**src/rtl/conv_acc_pkg.sv**
```systemverilog
// Shared types and constants for the convolution accumulate scheduler.
package conv_acc_pkg;
  typedef enum logic [1:0] {
    ST_IDLE  = 2'd0,
    ST_RUN   = 2'd1,
    ST_DRAIN = 2'd2
  } state_e;

  localparam int TREE_W = 20;

  // Room for up to 2^CH_W - 1 full-scale tree results without wrap.
  localparam int ACC_W_HEADROOM = TREE_W;

  function automatic bit acc_w_ok(input int acc_w, input int ch_w);
    return acc_w >= ACC_W_HEADROOM + ch_w;
  endfunction
endpackage

```
**src/rtl/acc_out_fifo.sv**
```systemverilog
// First-word-fall-through output FIFO; push and pop may coincide even when full.
module acc_out_fifo #(
  parameter int W     = 33,
  parameter int DEPTH = 2
) (
  input  logic         clk,
  input  logic         rst,
  input  logic         push_i,
  input  logic [W-1:0] wdata_i,
  input  logic         pop_i,
  output logic [W-1:0] rdata_o,
  output logic         full_o,
  output logic         empty_o
);
  localparam int PW = (DEPTH > 1) ? $clog2(DEPTH) : 1;
  localparam int CW = $clog2(DEPTH + 1);

  logic [W-1:0]  mem_q [DEPTH];
  logic [PW-1:0] wr_q, rd_q;
  logic [CW-1:0] cnt_q;
  logic          do_push, do_pop;

  function automatic logic [PW-1:0] nxt(input logic [PW-1:0] p);
    return (p == PW'(DEPTH - 1)) ? '0 : p + PW'(1);
  endfunction

  assign empty_o = (cnt_q == '0);
  assign full_o  = (cnt_q == CW'(DEPTH));
  assign do_pop  = pop_i & ~empty_o;
  assign do_push = push_i & (~full_o | do_pop);
  assign rdata_o = mem_q[rd_q];

  always_ff @(posedge clk) begin
    if (rst) begin
      wr_q  <= '0;
      rd_q  <= '0;
      cnt_q <= '0;
      for (int i = 0; i < DEPTH; i++) mem_q[i] <= '0;
    end else begin
      if (do_push) begin
        mem_q[wr_q] <= wdata_i;
        wr_q        <= nxt(wr_q);
      end
      if (do_pop) rd_q <= nxt(rd_q);
      cnt_q <= cnt_q + CW'(do_push) - CW'(do_pop);
    end
  end
endmodule

```
**src/rtl/conv_acc_sched.sv**
```systemverilog
// Job scheduler around the adder tree: gates launches, sums num_ch results per pixel, queues pixel sums.
module conv_acc_sched
  import conv_acc_pkg::*;
#(
  parameter int TREE_LAT  = 4,
  parameter int CH_W      = 8,
  parameter int OUT_W     = 16,
  parameter int ACC_W     = 32,
  parameter int OUT_DEPTH = 2
) (
  input  logic              clk,
  input  logic              rst,
  input  logic              start,
  input  logic [CH_W-1:0]   cfg_num_ch,
  input  logic [OUT_W-1:0]  cfg_num_out,
  output logic              busy,
  output logic              done,
  input  logic              in_vld,
  output logic              in_rdy,
  output logic              tree_vld_i,
  input  logic              tree_vld_o,
  input  logic [TREE_W-1:0] tree_acc,
  output logic              out_vld,
  input  logic              out_rdy,
  output logic [ACC_W-1:0]  out_data,
  output logic              out_last
);
  localparam int GW = $clog2(OUT_DEPTH + 1);

  if (!acc_w_ok(ACC_W, CH_W) || TREE_LAT < 1) begin : g_bad_cfg
    $error("conv_acc_sched: ACC_W too narrow for CH_W, or TREE_LAT < 1");
  end

  state_e            state_q, state_d;
  logic [CH_W-1:0]   nch_q, nch_d, ch_cnt_q, ch_cnt_d, rcv_q, rcv_d;
  logic [OUT_W-1:0]  nout_q, nout_d, pix_iss_q, pix_iss_d, pix_done_q, pix_done_d;
  logic [GW-1:0]     grp_q, grp_d;
  logic [ACC_W-1:0]  acc_q, acc_d;
  logic              done_q, done_d;

  logic              launch, grp_start, ch_last, rcv_en, rcv_last, push, pop;
  logic              fifo_full, fifo_empty, grp_full;
  logic [OUT_W-1:0]  pix_iss_nxt;
  logic [ACC_W-1:0]  tree_sx, rcv_sum;
  logic [ACC_W:0]    fifo_wdata, fifo_rdata;

  // A new group may only start while a FIFO slot is reserved for it; the tree cannot stall.
  assign grp_full   = (grp_q == GW'(OUT_DEPTH)) | fifo_full;
  assign in_rdy     = (state_q == ST_RUN) && !(ch_cnt_q == '0 && grp_full);
  assign launch     = in_vld & in_rdy;
  assign tree_vld_i = launch;
  assign grp_start  = launch & (ch_cnt_q == '0);
  assign ch_last    = (ch_cnt_q == nch_q - CH_W'(1));
  assign pix_iss_nxt = grp_start ? pix_iss_q + OUT_W'(1) : pix_iss_q;

  assign tree_sx    = {{(ACC_W-TREE_W){tree_acc[TREE_W-1]}}, tree_acc};
  assign rcv_en     = tree_vld_o & (state_q != ST_IDLE);
  assign rcv_last   = (rcv_q == nch_q - CH_W'(1));
  assign rcv_sum    = ((rcv_q == '0) ? '0 : acc_q) + tree_sx;
  assign push       = rcv_en & rcv_last;
  assign fifo_wdata = {(pix_done_q == nout_q - OUT_W'(1)), rcv_sum};

  assign out_vld    = ~fifo_empty;
  assign {out_last, out_data} = fifo_rdata;
  assign pop        = out_vld & out_rdy;
  assign busy       = (state_q != ST_IDLE);
  assign done       = done_q | ((state_q == ST_DRAIN) & pop & out_last);

  always_comb begin
    state_d    = state_q;
    nch_d      = nch_q;
    nout_d     = nout_q;
    ch_cnt_d   = ch_cnt_q;
    pix_iss_d  = pix_iss_q;
    grp_d      = grp_q + GW'(grp_start) - GW'(pop);
    rcv_d      = rcv_q;
    pix_done_d = pix_done_q;
    acc_d      = acc_q;
    done_d     = 1'b0;

    if (launch) begin
      ch_cnt_d  = ch_last ? '0 : ch_cnt_q + CH_W'(1);
      pix_iss_d = pix_iss_nxt;
    end
    if (rcv_en) begin
      if (rcv_last) begin
        rcv_d      = '0;
        pix_done_d = pix_done_q + OUT_W'(1);
      end else begin
        rcv_d = rcv_q + CH_W'(1);
        acc_d = rcv_sum;
      end
    end

    case (state_q)
      ST_IDLE: if (start) begin
        if (cfg_num_ch == '0 || cfg_num_out == '0) begin
          done_d = 1'b1;
        end else begin
          nch_d      = cfg_num_ch;
          nout_d     = cfg_num_out;
          ch_cnt_d   = '0;
          pix_iss_d  = '0;
          grp_d      = '0;
          rcv_d      = '0;
          pix_done_d = '0;
          acc_d      = '0;
          state_d    = ST_RUN;
        end
      end
      ST_RUN:   if (launch && ch_last && pix_iss_nxt == nout_q) state_d = ST_DRAIN;
      ST_DRAIN: if (pop && out_last) state_d = ST_IDLE;
      default:  state_d = ST_IDLE;
    endcase
  end

  always_ff @(posedge clk) begin
    if (rst) begin
      state_q    <= ST_IDLE;
      nch_q      <= '0;
      nout_q     <= '0;
      ch_cnt_q   <= '0;
      pix_iss_q  <= '0;
      grp_q      <= '0;
      rcv_q      <= '0;
      pix_done_q <= '0;
      acc_q      <= '0;
      done_q     <= 1'b0;
    end else begin
      state_q    <= state_d;
      nch_q      <= nch_d;
      nout_q     <= nout_d;
      ch_cnt_q   <= ch_cnt_d;
      pix_iss_q  <= pix_iss_d;
      grp_q      <= grp_d;
      rcv_q      <= rcv_d;
      pix_done_q <= pix_done_d;
      acc_q      <= acc_d;
      done_q     <= done_d;
    end
  end

  acc_out_fifo #(.W(ACC_W + 1), .DEPTH(OUT_DEPTH)) u_fifo (
    .clk     (clk),
    .rst     (rst),
    .push_i  (push),
    .wdata_i (fifo_wdata),
    .pop_i   (pop),
    .rdata_o (fifo_rdata),
    .full_o  (fifo_full),
    .empty_o (fifo_empty)
  );
endmodule

```
**config.mk**
```make
export PLATFORM = sky130hd
export DESIGN_NAME = conv_acc_sched
export DESIGN_NICKNAME = d
export VERILOG_FILES = /design/src/rtl/conv_acc_pkg.sv /design/src/rtl/acc_out_fifo.sv /design/src/rtl/conv_acc_sched.sv
export SDC_FILE = /design/constraint.sdc
export NUM_CORES = 1
export LEC_CHECK = 0
export CORE_MARGIN = 2
export CORE_UTILIZATION = 62
export DETAILED_ROUTE_END_ITERATION = 16
export PLACE_DENSITY = 0.94
export SYNTH_ARGS = -nofsm -noshare
export SYNTH_HDL_FRONTEND = slang
export SYNTH_HIERARCHICAL = 1
export SYNTH_SLANG_ARGS = --single-unit
```
**constraint.sdc**
```tcl
create_clock -name clk -period 12.9 [get_ports clk]
set_clock_uncertainty 0.1 [all_clocks]
set_input_delay 3.225 -clock clk [delete_from_list [all_inputs] [get_ports clk]]
set_output_delay 3.225 -clock clk [all_outputs]
set_load 0.05 [all_outputs]
```
==> metrics.md <==
| Metric | Value |
|---|---|
| Leak | 4.89 nW |
| RSZ-0062 raised after global routing | no |
| Io pins | 88 |
| IO Port Bufs | 87 |
| Vias in the first global route | 8628 |
| Number of diodes | 0 |
| Full die area | 18600 µm² |
| Worst path arrival time | 5310 ps |
| Slew Limit Fails | 0 |
| Crit-path slowest cell | clkdlybuf4s50_1 |
| Max_cap viols | 0 |
| Unique masters post-synth | 83 |
| # nets final | 1299 |
| Register area share after synthesis | 0.393 |
| Largest net degree at the start of global routing | 40 |
| Drt via density | 6.07 |
| Final setup violation count | 0 |
| Tot Pwr | 1.33 mW |
| CTS tree | done |
| Hold-fix buffers at CTS | 0 |
| Starting Density | 0.630 |
| Worst Path Required | 9570 ps |
| Period utilization | 0.670 |
| Post-Syn Instances | 1146 |
| Sink Count | 180 |
| Pwr Density | 107 nW/µm² |
| Clk buf depth | 2 |
| Syn Nets | 1239 |
| H-tree depth | 4 |
| Share of layout cells above drive strength 1 | 0.0878 |
| GPL Wtd Cong | 0.900 |
| GRT Total Usage | 0.277 |
| Actual slew at the worst max-slew pin | 1080 ps |
| Fmax | 116 MHz |
| Syn avg cell area | 9.47 µm² |
| Yosys reg bits | 180 |
| Post-synth EDFFs | 66 |
| Final Hold Vio Count | 0 |
| Routed via count | 8765 |
| Die W | 136 µm |
| Post-DRT Antenna Nets | 0 |
| VDD IR max | 0.0930 mV |
| Synth Cell Area | 10900 µm² |
| Clock root buffer | clkbuf_16 |
| Worst Hold Class | reg2reg |
| DPL Wire Length | 16700 µm |
| Post-CTS setup buffers | 0 |
| Final core utilization | 0.720 |
| Slew margin rel. | 0.281 |
| Post-CTS sizing | 0 |
| Top_reg_cell synth | dfxtp_1 |
| CP Capture Type | primary output |
| Die H | 136 µm |
| DRT Wirelength | 25200 µm |
| TNS Setup | 0 ps |
| Clk Latency, worst-skew pair | 440 ps |
| CTS Buf Count | 17 |
| Asr flop ratio synth | 0 |
| Crit path cell chain | clkdlybuf4s50_1 > nand3b_1 > a21oi_1 > clkdlybuf4s50_1 |
| Element type at the critical path start | input pin |
| Routed length per instance | 17.4 µm |
| Site Rows | 48 |
| Crit-path max FO | 7 |
| DRT Pass-1 Iters | 5 |
| Status | complete, no violations |
| Remaining global-route overflow | 0 |
| Clock transition at path regs | 60 ps |
| DRC | 0 |
| Max stage delay on crit path | 920 ps |
| First-pass GRT wire length | 40800 µm |
| CP dominant cell by count | clkdlybuf4s50_1 |
| Min Tclk post-route | 8640 ps |
| Synth warn | 6 |
| WS Path Type | in2out |
| Core ar. | 17200 µm² |
| Initial antenna violation count | 0 |
| Layout area overhead | 14.3% |
| Initial DRC Count | 771 |
state kept, by name, indices dropped and copies added (netlist names), 2 cells and up, named ones only:
register,flops
rcv_q,8
u_fifo/mem_q,66
u_fifo/cnt_q,2
pix_done_q,16
pix_iss_q,16
nch_q,8
state_q,2
acc_q,32
grp_q,2
nout_q,16
ch_cnt_q,8
final timing paths:
check | startpoint | end | slack [ps] | cells after the start
min reg2reg | acc_q[6] | acc_q[6] | 350 | 2
min | acc_q[6] | acc_q[6] | 350 | 2
max reg2reg | rcv_q[0] | u_fifo/mem_q[1][30] | 7870 | 18
max | in_vld | tree_vld_i | 4260 | 4
kinds of logic after synthesis:
family	synth area share
xor gates and xnor gates	0.117
buffers and inverters	0.0380
adders and majority gates	0.0502
muxes	0.0592
AOI/OAI and AO/OA	0.107
and+or+nand+nor	0.236
DFF	0.393
layout by cell type, fill, tap and decap left out, drive strengths merged, types with 11 or more instances in the layout:
cell           netlist  layout
nor2b               11      11
inv                 38      41
clkbuf              29      20
nor3                19      19
nand2               97      97
nor2               114     114
xnor2               75      75
mux2                34      34
clkdlybuf4s50        0      87
a21oi               60      60
nand4               20      20
dfxtp              114     114
edfxtp              66      66
a21o                17      17
mux2i               26      26
xor2                42      42
o21ai               23      23
ha                  42      42
nand3               26      26
and2               106     106
nor4                25      25
xnor3               11      11
synth_stat cells (11+ instances only):
master / number / area (µm²)
dfxtp_1: 114 / 2280
mux2_2: 34 / 383
a21oi_1: 59 / 295
clkbuf_1: 28 / 105
and2_1: 102 / 638
nor2b_1: 11 / 68.8
edfxtp_1: 66 / 1980
a21o_1: 17 / 128
o21ai_0: 17 / 85.1
nor2_1: 112 / 420
nor4_1: 18 / 113
nand4_1: 19 / 119
xnor3_1: 11 / 248
nand2_1: 97 / 364
xor2_1: 42 / 368
xnor2_1: 75 / 657
mux2i_1: 26 / 260
nor3_1: 17 / 85.1
buf_2: 17 / 85.1
nand3_1: 26 / 130
ha_1: 42 / 526
inv_1: 37 / 139
stage by stage:
stage	cells	area (µm²)	worst slack, ps	hold slack [ps]
after floorplan	1146	10900	5190	325
after global placement	1412	11800	4330	333
after detailed placement	1412	11800	4270	342
after CTS	1444	12400	4250	352
after global routing	1444	12400	4130	375
final	1444	12400	4260	351
metal layers:
metal / up-vias / track usage / routed length, µm
li1: 4140 / - / -
met1: 4160 / 0.327 / 10300
met2: 384 / 0.493 / 12600
met3: 81 / 0.0507 / 1460
met4: 0 / 0.119 / 822
met5: - / 0 / 0
worst max-delay path: cells and delay by family:
family	cells	cell delay (ps)
AO/OA/AOI/OAI	1	550
buffers and inverters	2	1380
AND/OR/NAND/NOR	1	150
cell type report:
| class | instances | area (µm²) |
|---|---|---|
| multi-input combinational | 874 | 6190 |
| fill | 1160 | 4820 |
| sequential | 180 | 4260 |
| timing repair buffer | 95 | 931 |
| clock buffer | 20 | 447 |
| tap | 225 | 282 |
| clock inverter | 12 | 153 |
| inverter | 38 | 143 |
where the power goes:
group / leakage (nW) / internal (mW) / switching [mW]
clock network: 0.295 / 0.311 / 0.225
registers: 1.61 / 0.602 / 0.0147
logic: 2.99 / 0.0737 / 0.0993
total: 4.89 / 0.987 / 0.339
Power figures use the tool's default switching activity.
